### src/rtl/xstep_sequencer.sv
// xstep_sequencer: bus-mapped step sequencer holding a tone-period table, a
// programmable tempo, keyboard-toggled step enables and an LED playhead.
// state | meaning
// IDLE  | stopped, step index held, LEDs show ENABLE
// PLAY  | stepping through the table, LEDs show the playhead
// DONE  | non-looping sequence finished, done flag set
module xstep_sequencer #(
    parameter int DATA_W  = 32,
    parameter int STEPS   = 8,
    parameter int TONE_W  = 16,
    parameter int TEMPO_W = 24
) (
    input  logic              clk,
    input  logic              rst,
    input  logic              sel,
    input  logic              we,
    input  logic [2:0]        addr,
    input  logic [DATA_W-1:0] data_in,
    output logic [DATA_W-1:0] data_out,
    input  logic [STEPS-1:0]  kbd_in,
    output logic              snd_out,
    output logic [STEPS-1:0]  led_out,
    output logic              done
);
    localparam int PTR_W = (STEPS > 1) ? $clog2(STEPS) : 1;
    localparam logic [PTR_W-1:0] LAST = PTR_W'(STEPS - 1);

    typedef enum logic [1:0] {S_IDLE = 2'd0, S_PLAY = 2'd1, S_DONE = 2'd2} state_t;
    state_t state_q, state_d;

    logic               run_q, loop_q, done_q, snd_q;
    logic [TEMPO_W-1:0] tempo_q, tempo_cnt_q;
    logic [PTR_W-1:0]   step_q, ptr_q;
    logic [STEPS-1:0]   enable_q, sync1_q, sync2_q, sync3_q;
    logic [TONE_W-1:0]  tbl_q [STEPS];
    logic [TONE_W-1:0]  tone_cnt_q, cur_period;

    logic wr, wr_ctrl, wr_tempo, wr_enable, wr_ptr, wr_period;
    logic ctrl_run, ctrl_loop, ctrl_clr;
    logic playing, tempo_hit, last_step, step_adv, seq_end, step_restart, tone_active;
    logic [STEPS-1:0] kbd_rise;
    logic [3:0] step_ext;
    logic unused_data;

    assign wr        = sel & we;
    assign wr_ctrl   = wr && (addr == 3'd0);
    assign wr_tempo  = wr && (addr == 3'd1);
    assign wr_enable = wr && (addr == 3'd3);
    assign wr_ptr    = wr && (addr == 3'd4);
    assign wr_period = wr && (addr == 3'd5);
    assign ctrl_run  = data_in[0];
    assign ctrl_loop = data_in[1];
    assign ctrl_clr  = data_in[2];
    assign unused_data = ^data_in;

    assign playing      = (state_q == S_PLAY);
    assign cur_period   = tbl_q[step_q];
    assign tempo_hit    = (tempo_cnt_q >= tempo_q);
    assign last_step    = (step_q == LAST);
    // A CTRL write owns the cycle; the sequence does not advance underneath it.
    assign step_adv     = playing && !wr_ctrl && tempo_hit;
    assign seq_end      = step_adv && last_step && !loop_q;
    assign step_restart = step_adv || (wr_ctrl && ctrl_clr);
    assign kbd_rise     = sync2_q & ~sync3_q;
    assign step_ext     = 4'(step_q);

    always_ff @(posedge clk or posedge rst) begin
        if (rst) state_q <= S_IDLE;
        else     state_q <= state_d;
    end

    always_comb begin
        state_d = state_q;
        if (wr_ctrl)      state_d = ctrl_run ? S_PLAY : S_IDLE;
        else if (seq_end) state_d = S_DONE;
    end

    always_comb begin
        tone_active = playing && enable_q[step_q] && (cur_period != '0);
        snd_out     = snd_q & tone_active;
        led_out     = playing ? (STEPS'(1) << step_q) : enable_q;
        done        = done_q;
    end

    always_ff @(posedge clk or posedge rst) begin
        if (rst) begin
            run_q       <= 1'b0;
            loop_q      <= 1'b0;
            done_q      <= 1'b0;
            snd_q       <= 1'b0;
            tempo_q     <= '0;
            tempo_cnt_q <= '0;
            step_q      <= '0;
            ptr_q       <= '0;
            enable_q    <= '0;
            sync1_q     <= '0;
            sync2_q     <= '0;
            sync3_q     <= '0;
            tone_cnt_q  <= '0;
            for (int i = 0; i < STEPS; i++) tbl_q[i] <= '0;
        end else begin
            if (wr_ctrl) begin
                run_q  <= ctrl_run;
                loop_q <= ctrl_loop;
                done_q <= 1'b0;
            end else if (seq_end) begin
                run_q  <= 1'b0;
                done_q <= 1'b1;
            end

            if (wr_ctrl && ctrl_clr) begin
                step_q      <= '0;
                tempo_cnt_q <= '0;
            end else if (step_adv) begin
                tempo_cnt_q <= '0;
                if (!last_step)  step_q <= step_q + 1'b1;
                else if (loop_q) step_q <= '0;
            end else if (playing && !wr_ctrl) begin
                tempo_cnt_q <= tempo_cnt_q + 1'b1;
            end

            if (wr_tempo) tempo_q <= data_in[TEMPO_W-1:0];

            if (wr_ptr) begin
                ptr_q <= (data_in < DATA_W'(STEPS)) ? data_in[PTR_W-1:0] : '0;
            end else if (wr_period) begin
                tbl_q[ptr_q] <= data_in[TONE_W-1:0];
                ptr_q        <= (ptr_q == LAST) ? '0 : ptr_q + 1'b1;
            end

            // Bus write beats keyboard toggles landing in the same cycle.
            sync1_q <= kbd_in;
            sync2_q <= sync1_q;
            sync3_q <= sync2_q;
            if (wr_enable) enable_q <= data_in[STEPS-1:0];
            else           enable_q <= enable_q ^ kbd_rise;

            if (!tone_active || step_restart) begin
                tone_cnt_q <= '0;
                snd_q      <= 1'b0;
            end else if (tone_cnt_q >= cur_period) begin
                tone_cnt_q <= '0;
                snd_q      <= ~snd_q;
            end else begin
                tone_cnt_q <= tone_cnt_q + 1'b1;
            end
        end
    end

    always_comb begin
        data_out = '0;
        if (sel) begin
            case (addr)
                3'd0:    data_out = DATA_W'({loop_q, run_q});
                3'd1:    data_out = DATA_W'(tempo_q);
                3'd2:    data_out = DATA_W'({step_ext, 2'b00, done_q, playing});
                3'd3:    data_out = DATA_W'(enable_q);
                3'd4:    data_out = DATA_W'(ptr_q);
                3'd5:    data_out = DATA_W'(tbl_q[ptr_q]);
                default: data_out = '0;
            endcase
        end
    end
endmodule

### config.mk
export PLATFORM = sky130hd
export DESIGN_NAME = xstep_sequencer
export DESIGN_NICKNAME = d
export VERILOG_FILES = /design/src/rtl/xstep_sequencer.sv
export SDC_FILE = /design/constraint.sdc
export NUM_CORES = 1
export LEC_CHECK = 0
export ABC_AREA = 1
export CELL_PAD_IN_SITES_DETAIL_PLACEMENT = 0
export CELL_PAD_IN_SITES_GLOBAL_PLACEMENT = 1
export CORE_ASPECT_RATIO = 1.1
export CORE_MARGIN = 1.5
export CORE_UTILIZATION = 35
export CTS_BUF_LIST = sky130_fd_sc_hd__clkbuf_4
export CTS_CLUSTER_DIAMETER = 30
export CTS_CLUSTER_SIZE = 14
export DETAILED_ROUTE_END_ITERATION = 10
export GPL_TIMING_DRIVEN = 0
export PLACE_DENSITY = 0.63
export SKIP_CTS_REPAIR_TIMING = 1
export SYNTH_ARGS = -nofsm -noshare
export SYNTH_HDL_FRONTEND = slang
export SYNTH_SLANG_ARGS = --single-unit
### constraint.sdc
create_clock -name clk -period 12.4 [get_ports clk]
set_clock_uncertainty 0.05 [all_clocks]
set_input_delay 1.24 -clock clk [delete_from_list [all_inputs] [get_ports clk]]
set_output_delay 1.24 -clock clk [all_outputs]
set_load 0.01 [all_outputs]
==> key figures <==
Finish
  – Share of cells above drive strength 1: ~8.5%
  – Area Growth Syn to Fin: 19.1%
  – Non-Filler Instances: 2,565
  – Nets: ~2,100
  – Most common cell after layout, fill and taps aside: nand2_1
  – Most frequent cells in the layout: nand2_1, inv_1, dfrtp_1

CTS
  – Clock buffer count from CTS: 68
  – CTS clk-pin slew, worst paths: roughly 80 ps
  – Skew-Pair Late Insertion Delay: about 780 ps
  – CTS tree: yes
  – H-tree depth reported by CTS: 3
  – Clk sinks: 234
  – CTS root buf: clkbuf_4
  – Max Root-Sink Buffers: 3

Placement
  – # placed instances: between 2,000 and 2,500
  – Port Buffer Count: 80
  – Routability congestion estimate: 0.945
  – DPL Wire Length: slightly below 40,000 um

Min path
  – Hold Path Class: flop to flop

STA
  – Slew HR: between 20% and 30%
  – FMAX: 0.180 GHz
  – Max Transition Viols Final: 0
  – Post-route minimum period: roughly 5500 ps
  – Final setup TNS: 0 ps
  – Measured slew at the worst slew-check pin: between 1000 and 1500 ps
  – Tcrit/Tclk final: between 40% and 50%
  – Final Hold Fails: 0
  – RSZ-0062 raised after global routing: false
  – Final setup viols: 0

Synth
  – Yosys warnings: 0
  – Complex-gate fraction of the synthesized area: 14.8%
  – Cell taking the most area after synthesis: dfrtp_1
  – Simple-gate share of the synthesized area: 25.0%
  – Adder-Cell Fraction of Synth Area: 4.59%
  – Yosys top cell area share: 43.0%
  – Mapped Area: about 14,000 um^2
  – Multiplexer share of the synthesized area: 0%
  – Post-synth ARST share: 100%
  – Mean post-synth cell area: between 7 and 8 um^2
  – Post-synth EDFFs: 0
  – Synthesized flop and latch total: ~230
  – Synth Flop Type: dfrtp_1
  – Post-synthesis xor/xnor area fraction: 1.54%
  – Seq/Total Area, Yosys: 43.0%
  – Post-synthesis instance total: between 1,500 and 2,000
  – Unique cell type count in the Yosys netlist: about 50
  – Combinational family with the most area after synthesis: simple AND/OR/NAND/NOR gates
  – Top cells by area, synth: dfrtp_1, nand2_1, o21ai_0, inv_1, ha_1

Die
  – Die Width: approximately 190 um
  – Die area: between 40,000 and 50,000 um^2
  – CORE AREA: around 38,000 um^2
  – Io pins: 89
  – Row cnt: 75
  – Initial core utilization: 35.6%
  – Die extent in y: roughly 210 um

Global routing
  – Vias in the first global route: about 13,000
  – Total gr overflow: 0
  – Total track usage: a little over a quarter
  – Initial antenna violation count: 1
  – Pin count of the biggest net entering global routing: 119
  – First-pass GRT wire length: 78,800 um

Detailed routing
  – DR WL/cell: 20.4 um
  – Vias per cell: between 5 and 6
  – Antenna Nets Post-Route: 0
  – WL final: between 50,000 and 60,000 um
  – Iteration-0 DRC Markers: about 950
  – Number of remaining DRC errors: 0
  – First drt pass iteration count: 7
  – DR vias: ~13,000

Critical path
  – Worst Setup End Kind: output pin
  – Worst-path fanout max: 10
  – Required time worst endpoint: between 10,000 and 15,000 ps
  – Worst endpoint data arrival time: 4250 ps
  – Startpoint Class: input port
  – Crit Path Class: input port to output pin

Power and ir drop
  – Maximum vdd drop: about 0.11 mV
  – Leakage power: a little under 0.008 uW
  – Power per cell area: between 200 and 250 nW/um^2

Outcome
  – Status: finished clean

Run
  – Max_cap viols: 0
==> sequential cells by signal, summed over array words and instances, names as in the netlist <==
register / flops
tone_cnt_q: 16
tempo_cnt_q: 24
sync1_q: 8
snd_q: 1
tbl_q: 128
loop_q: 1
tempo_q: 24
enable_q: 8
state_q: 2
sync3_q: 8
ptr_q: 3
sync2_q: 8
step_q: 3
==> where the power goes <==
group / total, uW / internal, uW / switching, uW
Clock: 958 / 568 / 390
Sequential: 1010 / 901 / 106
Combinational: 1390 / 435 / 952
==> layer usage <==
metal | wire [um] | up-vias | GRT usage (%)
li1 | - | 6335 | -
met1 | 23200 | 6296 | 35.1
met2 | 24700 | 404 | 43.1
met3 | 2690 | 100 | 4.90
met4 | 1710 | 0 | 9.64
met5 | 0 | - | 0
==> through the flow <==
step | power [uW] | setup slack, ps | util [%] | area, um^2 | hold WS, ps
after floorplan | 1870 | 4690 | - | 13700 | 281
after global placement | 2370 | 1210 | 39.4 | 15100 | 282
after detailed placement | 2380 | 7010 | 39.5 | 15100 | 286
after CTS | 3360 | 6890 | 42.4 | 16200 | 312
after global routing | 3590 | 6820 | 42.4 | 16200 | 312
final | 3350 | 6860 | 42.4 | 16200 | 306
==> cell usage after synthesis (14+ instances only) <==
| master | number |
|---|---|
| ha_1 | 50 |
| nand2_1 | 519 |
| o311ai_0 | 14 |
| nor2_2 | 14 |
| inv_1 | 267 |
| nor3_1 | 28 |
| xor2_1 | 21 |
| buf_2 | 18 |
| nor2_1 | 116 |
| o21ai_0 | 207 |
| nand3_1 | 97 |
| a21oi_1 | 65 |
| nand4_1 | 31 |
| o22ai_1 | 35 |
| clkbuf_1 | 57 |
| dfrtp_1 | 234 |
| buf_4 | 15 |
==> critical path: stages <==
cell and delay, ps:
clkdlybuf4s50_1 580, nand2_1 100, nor2_2 400, clkbuf_1 610, o311ai_0 410, a21oi_1 310
clkdlybuf4s50_1 580
==> worst paths after layout <==
kind,start,slack [ps],cells after the start,endpoint
min in group asynchronous,rst,900,2,sync3_q[3]$_DFF_PP0_
worst max-delay path,addr[0],6860,7,data_out[13]
worst max register to register,step_q[1]$_DFFE_PP0P_,8740,15,tone_cnt_q[11]$_DFF_PP0_
worst min register to register,sync1_q[6]$_DFF_PP0_,310,0,sync2_q[6]$_DFF_PP0_
worst min-delay path,sync1_q[6]$_DFF_PP0_,310,0,sync2_q[6]$_DFF_PP0_
max in group asynchronous,rst,10250,3,tone_cnt_q[3]$_DFF_PP0_
==> cell families after synthesis <==
| logic type | Yosys count |
|---|---|
| XOR/XNOR | 24 |
| flip-flops | 234 |
| buffers and inverters | 368 |
| AO/OA/AOI/OAI | 363 |
| adder cells (fa/ha/maj) | 50 |
| AND/OR/NAND/NOR | 819 |
| other | 1 |
==> cell type report <==
class / instances / area [um^2]
timing repair buffer: 81 / 828
fill: 4134 / 22100
tap: 500 / 626
antenna: 1 / 2.50
buffer: 97 / 484
clock buffer: 79 / 593
sequential: 234 / 5860
inverter: 271 / 1030
clock inverter: 38 / 519
multi-input combinational: 1264 / 6290
(Power assumes the default switching activity.)
